**src/rtl/id_stage_pipe.sv**
```systemverilog
// Decode stage: IF/ID register, 2R1W register file, operand forwarding/bypass,
// load-use stall and branch/jump resolution in ID. `define ID_FWD_EN enables EX/MEM forwarding.
module id_stage_pipe #(
    parameter int DATA_W = 32,
    parameter int NREG   = 32,
    localparam int AW    = $clog2(NREG)
) (
    input  logic              clk,
    input  logic              rst,
    // fetch handshake
    input  logic              if_valid,
    output logic              if_ready,
    input  logic [DATA_W-1:0] if_pc_4,
    input  logic [31:0]       if_instr,
    // decode to EX
    output logic              id_valid,
    input  logic              ex_ready,
    output logic [DATA_W-1:0] id_pc_4,
    output logic [31:0]       id_instr,
    output logic [DATA_W-1:0] id_rs_data,
    output logic [DATA_W-1:0] id_rt_data,
    output logic [DATA_W-1:0] id_imm,
    output logic [AW-1:0]     id_wr_addr,
    output logic              redirect,
    output logic [DATA_W-1:0] redirect_pc,
    // EX producer
    input  logic              ex_wr_en,
    input  logic              ex_is_load,
    input  logic [AW-1:0]     ex_wr_addr,
    input  logic [DATA_W-1:0] ex_alu_out,
    // MEM producer
    input  logic              mem_wr_en,
    input  logic              mem_is_load,
    input  logic [AW-1:0]     mem_wr_addr,
    input  logic [DATA_W-1:0] mem_alu_out,
    input  logic [DATA_W-1:0] mem_rdata,
    // write-back
    input  logic              wb_wr_en,
    input  logic [AW-1:0]     wb_wr_addr,
    input  logic [DATA_W-1:0] wb_wr_data,
    output logic              stall
);

    localparam logic [5:0] OP_RTYPE = 6'h00;
    localparam logic [5:0] OP_J     = 6'h02;
    localparam logic [5:0] OP_JAL   = 6'h03;
    localparam logic [5:0] OP_BEQ   = 6'h04;
    localparam logic [5:0] OP_BNE   = 6'h05;
    localparam logic [5:0] OP_ANDI  = 6'h0C;
    localparam logic [5:0] OP_ORI   = 6'h0D;
    localparam logic [5:0] OP_XORI  = 6'h0E;
    localparam logic [5:0] F_JR     = 6'h08;
    localparam logic [AW-1:0] LINK_REG = AW'(31);

    logic              valid_q, valid_d;
    logic [DATA_W-1:0] pc4_q, pc4_d;
    logic [31:0]       instr_q, instr_d;
    logic [DATA_W-1:0] rf_q [NREG];

    logic [5:0]              op, funct;
    logic [AW-1:0]           rs_a, rt_a, rd_a;
    logic [1:0][AW-1:0]      src_a;
    logic [1:0][DATA_W-1:0]  src_d;
    logic [1:0]              src_haz;
    logic                    id_fire, taken, imm_zx;
    logic [DATA_W-1:0]       imm_sx, br_off;

    assign op    = instr_q[31:26];
    assign funct = instr_q[5:0];
    assign rs_a  = instr_q[21 +: AW];
    assign rt_a  = instr_q[16 +: AW];
    assign rd_a  = instr_q[11 +: AW];
    assign src_a = {rt_a, rs_a};

    // Operand selection: later assignments win, so priority is EX > MEM > WB > file.
    always_comb begin
        for (int i = 0; i < 2; i++) begin
            src_d[i]   = (src_a[i] == '0) ? '0 : rf_q[src_a[i]];
            src_haz[i] = 1'b0;
            if (src_a[i] != '0) begin
                if (wb_wr_en && wb_wr_addr == src_a[i]) src_d[i] = wb_wr_data;
`ifdef ID_FWD_EN
                if (mem_wr_en && mem_wr_addr == src_a[i])
                    src_d[i] = mem_is_load ? mem_rdata : mem_alu_out;
                if (ex_wr_en && !ex_is_load && ex_wr_addr == src_a[i]) src_d[i] = ex_alu_out;
                src_haz[i] = ex_wr_en && ex_is_load && (ex_wr_addr == src_a[i]);
`else
                src_haz[i] = (ex_wr_en && ex_wr_addr == src_a[i]) ||
                             (mem_wr_en && mem_wr_addr == src_a[i]);
`endif
            end
        end
    end

`ifndef ID_FWD_EN
    logic unused_fwd;
    assign unused_fwd = ^{ex_is_load, ex_alu_out, mem_is_load, mem_alu_out, mem_rdata};
`endif

    assign stall    = valid_q && (|src_haz);
    assign id_valid = valid_q && !stall;
    assign id_fire  = id_valid && ex_ready;
    assign if_ready = !valid_q || id_fire;

    assign imm_zx = (op == OP_ANDI) || (op == OP_ORI) || (op == OP_XORI);
    assign imm_sx = {{(DATA_W-16){instr_q[15]}}, instr_q[15:0]};
    assign id_imm = imm_zx ? {{(DATA_W-16){1'b0}}, instr_q[15:0]} : imm_sx;
    assign br_off = {imm_sx[DATA_W-3:0], 2'b00};

    assign id_wr_addr = (op == OP_JAL) ? LINK_REG : ((op != OP_RTYPE) ? rt_a : rd_a);
    // JAL hands EX pc_4 + 0 so the ALU produces the link value.
    assign id_rs_data = (op == OP_JAL) ? pc4_q : src_d[0];
    assign id_rt_data = (op == OP_JAL) ? '0 : src_d[1];
    assign id_pc_4    = pc4_q;
    assign id_instr   = instr_q;

    always_comb begin
        taken       = 1'b0;
        redirect_pc = pc4_q + br_off;
        case (op)
            OP_BEQ: taken = (src_d[0] == src_d[1]);
            OP_BNE: taken = (src_d[0] != src_d[1]);
            OP_J, OP_JAL: begin
                taken       = 1'b1;
                redirect_pc = {pc4_q[DATA_W-1:28], instr_q[25:0], 2'b00};
            end
            OP_RTYPE: begin
                if (funct == F_JR) begin
                    taken       = 1'b1;
                    redirect_pc = src_d[0];
                end
            end
            default: ;
        endcase
    end

    assign redirect = id_fire && taken;

    // A taken redirect squashes whatever fetch is presenting this cycle.
    always_comb begin
        valid_d = valid_q;
        pc4_d   = pc4_q;
        instr_d = instr_q;
        if (redirect) begin
            valid_d = 1'b0;
        end else if (if_valid && if_ready) begin
            valid_d = 1'b1;
            pc4_d   = if_pc_4;
            instr_d = if_instr;
        end else if (id_fire) begin
            valid_d = 1'b0;
        end
    end

    always_ff @(posedge clk) begin
        if (rst) begin
            valid_q <= 1'b0;
            pc4_q   <= '0;
            instr_q <= '0;
        end else begin
            valid_q <= valid_d;
            pc4_q   <= pc4_d;
            instr_q <= instr_d;
        end
    end

    always_ff @(posedge clk) begin
        if (rst) begin
            for (int i = 0; i < NREG; i++) rf_q[i] <= '0;
        end else if (wb_wr_en && wb_wr_addr != '0) begin
            rf_q[wb_wr_addr] <= wb_wr_data;
        end
    end

endmodule

```
**config.mk**
```make
export PLATFORM = sky130hd
export DESIGN_NAME = id_stage_pipe
export DESIGN_NICKNAME = d
export VERILOG_FILES = /design/src/rtl/id_stage_pipe.sv
export SDC_FILE = /design/constraint.sdc
export NUM_CORES = 2
export LEC_CHECK = 0
export ABC_AREA = 1
export CAP_MARGIN = 10
export CORE_AREA = 2 2 366 368
export CTS_CLUSTER_DIAMETER = 120
export DETAILED_ROUTE_END_ITERATION = 6
export DIE_AREA = 0 0 368 370
export PLACE_DENSITY = 0.69
export SYNTH_ARGS = -nofsm -noshare
export SYNTH_HDL_FRONTEND = slang
export SYNTH_SLANG_ARGS = --single-unit
```
**constraint.sdc**
```tcl
create_clock -name clk -period 7.1 [get_ports clk]
set_input_delay 1.42 -clock clk [delete_from_list [all_inputs] [get_ports clk]]
set_output_delay 1.42 -clock clk [all_outputs]
set_load 0.02 [all_outputs]
```
==> Yosys cells after proc, flatten, opt, wreduce, memory -nomap -nowiden <==
Memory sizes are Yosys's and may differ from the RTL's. A register that Yosys moved wholly into a read port is not among the register bits.
Cells that the tools add are included.
{ "word_totals": {"word_cells": 85, "ramBits": 1024, "regBits": 65, "mem_count": 1, "output_inout_bits": 201} }
{ "mem_list": {"columns": ["name", "depth", "word_bits", "rd", "rd_clocked_by_memory_dff", "write_ports", "line", "rtl"], "rows": [
  ["rf_q", 32, 32, 2, 2, 32, "58", "logic [DATA_W-1:0] rf_q [NREG];"]
]} }
{ "op_classes": {"reduce_logical": 32, "add_sub_neg": 1, "n_bitwise": 1, "n_mux": 31, "n_eq_ne": 16} }
{ "op_table": {"columns": ["op", "count"], "rows": [
  ["$mux W32", 11],
  ["$pmux W32 S2", 1],
  ["$mux W5", 7],
  ["$add A32 B32 Y32", 1],
  ["$eq A32 B32 Y1", 1],
  ["$ne A32 B32 Y1", 1],
  ["$reduce_or A32 Y1", 1],
  ["$eq A5 B5 Y1", 6],
  ["$eq A6 B4 Y1 const B", 4],
  ["$reduce_bool A5 Y1", 3],
  ["$eq A6 B2 Y1 const B", 2],
  ["$eq A6 B3 Y1 const B", 2],
  ["$logic_and A1 B1 Y1", 12],
  ["$mux W1", 11],
  ["$logic_not A5 Y1", 2],
  ["$logic_not A6 Y1", 1],
  ["$reduce_bool A6 Y1", 1],
  ["$reduce_or A2 Y1", 3],
  ["$logic_or A1 B1 Y1", 5],
  ["$pmux W1 S4", 1],
  ["$logic_not A1 Y1", 2],
  ["$reduce_and A2 Y1", 1],
  ["$reduce_bool A2 Y1", 1],
  ["$not A1 Y1", 1]
]} }

==> Longest topological paths before layout <==
{ "logic_depth": {"depth_word": 14, "depth_mapped": 28} }

==> Worst setup path after synthesis <==
No wires, ideal clock.
{ "synth_timing": {"kind": "input-to-output", "start": "input port wb_wr_addr[2]", "end": "output port redirect", "stages": 21, "t_required_ns": 5.680, "path_buffers": 4, "t_arrival_ns": 3.560, "setup_slack_ns": 2.120, "cell_sequence": "buf_2 inv_2 o22ai_1 nor2_1 nand3_1 buf_2 o21ai_0 inv_1 nand2_1 nand2_1 nand2_1 nand2_1 nor2_1 nand2_1 nor2_1 nand3_1 nand3_1 nand2_2 buf_8 buf_8 inv_1"} }
{ "synth_via": {"elab_chain_len": 7, "word_cells_on_any_way": 12} }
{ "synth_lines": {"columns": ["element", "line", "rtl"], "rows": [
  ["start: declaration", "39", "input logic [AW-1:0] wb_wr_addr,"],
  ["$eq A5 B5 Y1", "81", "if (wb_wr_en && wb_wr_addr == src_a[i]) src_d[i] = wb_wr_data;"],
  ["$logic_and A1 B1 Y1", "81", null],
  ["$mux W32", "81", null],
  ["$mux W32", "80", "if (src_a[i] != '0) begin"],
  ["$ne A32 B32 Y1 or $eq A32 B32 Y1 (tied branches)", "122, 121", null],
  ["$pmux W1 S4 *", "120", "case (op)"],
  ["$logic_and A1 B1 Y1 *", "137", "assign redirect = id_fire && taken;"],
  ["end: declaration", "24", "output logic redirect,"]
]} }
Mark *: on every way between the ends. The rest lies on a longest branch, timed or not.

==> key figures <==
Outcome
  • Outcome: finished, final reports clean

Timing
  • Final period utilization: 0.992
  • Worst setup margin: 55.5 ps
  • Setup TNS: 0 ps
  • Final hold vios: 0
  • Fmax achieved: 0.142 GHz
  • Max_slew headroom: 0.114
  • Slew @ Worst Pin: approximately 1300 ps
  • Final setup viols: 0
  • Final Slew Violations: 0
  • WHS: between 500 and 600 ps
  • Worst Skew: 40.0 ps
  • Min Tclk post-route: about 7000 ps

Clock tree
  • TritonCTS buffer count: 120
  • # H-tree levels: 3
  • CTS tree: yes
  • Worst-case clock buffer depth: 3
  • Clock transition at path regs: roughly 60 ps
  • Post-CTS setup buffers: 0
  • Root buffer cell: clkbuf_16
  • Post-CTS resize count: 0
  • Worst-Skew Late Latency: 780 ps
  • CTS sink cnt: 1099
  • Post-CTS Hold Buffers: 0

Place
  • Pre-CTS setup slack: 642 ps
  • Post-DP HPWL: 166 mm
  • Routability congestion estimate from global placement: a little under 1
  • Port bufs: 318

Floorplan
  • Die footprint: around 140000 um2
  • Starting Density: 0.495
  • Die X: 368 um
  • Core area: ~130000 um2
  • Num ports: between 400 and 500
  • Die height: 370 um
  • Number of core rows: 134

Global route
  • GRT Overall Usage: 0.383
  • Largest net degree at the start of global routing: 170
  • Initial antenna violation count: 14
  • Vias in the first global route: 59.0k
  • First-pass GRT wire length: 385 mm
  • Grt total ovfl: 0

Synthesis
  • Yosys Warn Count: 0
  • Synth unique cells: 42
  • Yosys reg bits: 1099
  • Leading register cell type out of synthesis: edfxtp_1
  • Avg Inst Size Synth: between 7 and 8 um2
  • Post-synthesis async set-or-reset flop share: 0
  • Mapped cell area: between 60000 and 70000 um2
  • Post-synth EDFFs: 1024
  • Synthesized instance count: between 8k and 9k
  • Sequential fraction of the synthesis area: 0.491

Pwr
  • Leak Pwr: about 30 nW
  • PwrDens: 259 nW/um2
  • VDD IR-drop max: 0.232 mV
  • Total power: approximately 19 mW

Routing
  • Remaining DRCs: 0
  • Total number of vias: 63.7k
  • Avg WL per Cell: roughly 26 um
  • Initial DRC count: 10.5k
  • Routed Antenna Nets: 0
  • Post-Route WL: 269 mm
  • Vias per cell: 6.20
  • TritonRoute pass-1 iters: 7

Finish
  • Final Core Density: 0.556
  • Commonest non-fill, non-tap cells in the layout: 1799 x nand2_1, 1376 x nor2_1, 1242 x nand3_1
  • Share of post-route cells with drive strength above 1: 0.0545
  • Most common cell after layout, fill and taps aside: nand2_1
  • NumNets Final: 8640
  • P&R area growth vs syn: 12.3%

Setup path
  • Crit path DAT: 5620 ps
  • Kind of critical path: reg2out
  • Worst-path fanout max: 76
  • Worst setup EP type: primary output
  • CP Data Required Time: around 5700 ps
  • Startpoint class of the critical path: flip-flop

Worst hold path
  • Hold Crit Class: reg2reg

Job
  • Number of max-cap violations: 0
-- critical path, stage by stage (launching register included) --
cell	delay (ps)
dfxtp_4	530
inv_6	710
nand2_1	100
nand3_1	110
nand3_1	90
nand3_1	520
nand3_1	450
nand2_1	240
nand2_1	70
nand2_1	250
nand2_1	90
nand2_1	90
nand2_1	90
nor2_1	110
nand2_1	60
nor2_1	120
nand3_1	90
nand3_1	180
nand2_4	80
inv_1	70
clkdlybuf4s50_1	590
-- cells by family after synthesis --
logic type	share of synthesized area
AO/OA/AOI/OAI	0.111
XOR/XNOR	0.00214
adder cells (fa/ha/maj)	0.00583
buffers and inverters	0.108
flip-flops	0.491
other	0.0000571
AND/OR/NAND/NOR	0.282
-- path summary, 6_finish.rpt --
kind / start / depth (start not counted) / endpoint / slack, ps
max: flip-flop / 20 / redirect / 60
min: id_pc_4[17] / 2 / id_pc_4[17] / 540
max reg2reg: flip-flop / 24 / id_pc_4[8] / 1140
min reg2reg: id_pc_4[17] / 2 / id_pc_4[17] / 540
-- through the flow --
| stage | instances | area [um2] |
|---|---|---|
| 2_1_floorplan | 8486 | 65700 |
| 3_3_place_gp | 10037 | 69600 |
| 3_5_place_dp | 10039 | 69700 |
| 4_1_cts | 10263 | 73600 |
| 5_1_grt | 10272 | 73700 |
| 6_report | 10274 | 73700 |
-- Yosys cell counts, types with 5 or more instances --
cell,instances,area [um2]
nand2_1,1830,6870
nor2_1,1377,5170
nand3_1,1244,6230
edfxtp_1,1024,30700
inv_1,893,3350
o211ai_1,469,3520
a21oi_1,352,1760
clkbuf_1,322,1210
o21ai_0,274,1370
buf_2,256,1280
dfxtp_1,75,1500
buf_1,61,229
buf_6,52,586
buf_4,46,345
ha_1,29,363
o21ai_1,27,135
o221ai_1,21,184
xnor2_1,11,96.3
a21oi_2,10,87.6
nand3_2,10,100
o22ai_1,8,50.1
nor4_1,7,43.8
clkinv_1,6,22.5
inv_2,6,22.5
nand4_1,6,37.5
nor3_1,6,30.0
xor2_1,5,43.8
-- power breakdown --
| group | total [mW] | leakage [nW] | switching [mW] | internal [mW] |
|---|---|---|---|---|
| registers | 7.70 | 10.4 | 0.250 | 7.45 |
| logic | 4.92 | 17.9 | 3.45 | 1.47 |
| clock network | 6.43 | 1.92 | 2.78 | 3.65 |
-- metal layers --
| metal | track usage | part of all wire | vias to the layer above |
|---|---|---|---|
| li1 | - | - | 27897 |
| met1 | 0.492 | 0.35 | 29785 |
| met2 | 0.573 | 0.43 | 4900 |
| met3 | 0.0824 | 0.13 | 1082 |
| met4 | 0.277 | 0.082 | 6 |
| met5 | 0.00245 | 0.00024 | - |
-- layout make-up --
type | instances | area [um2]
repair buffers | 525 | 5240
multi-input cells | 5743 | 26500
fillers | 12028 | 58800
inverters | 905 | 3430
clock buffers | 144 | 3130
flip-flops and latches | 1099 | 32300
well taps | 1768 | 2210
diodes | 10 | 25.0
clock inverters | 80 | 821
-- flip-flops by register name (all words and copies together) (netlist names), named ones only --
register and flops:
id_instr 32, id_pc_4 32, valid_q 1, rf_q 1024
Note: power is estimated with default switching activity, not from simulation.
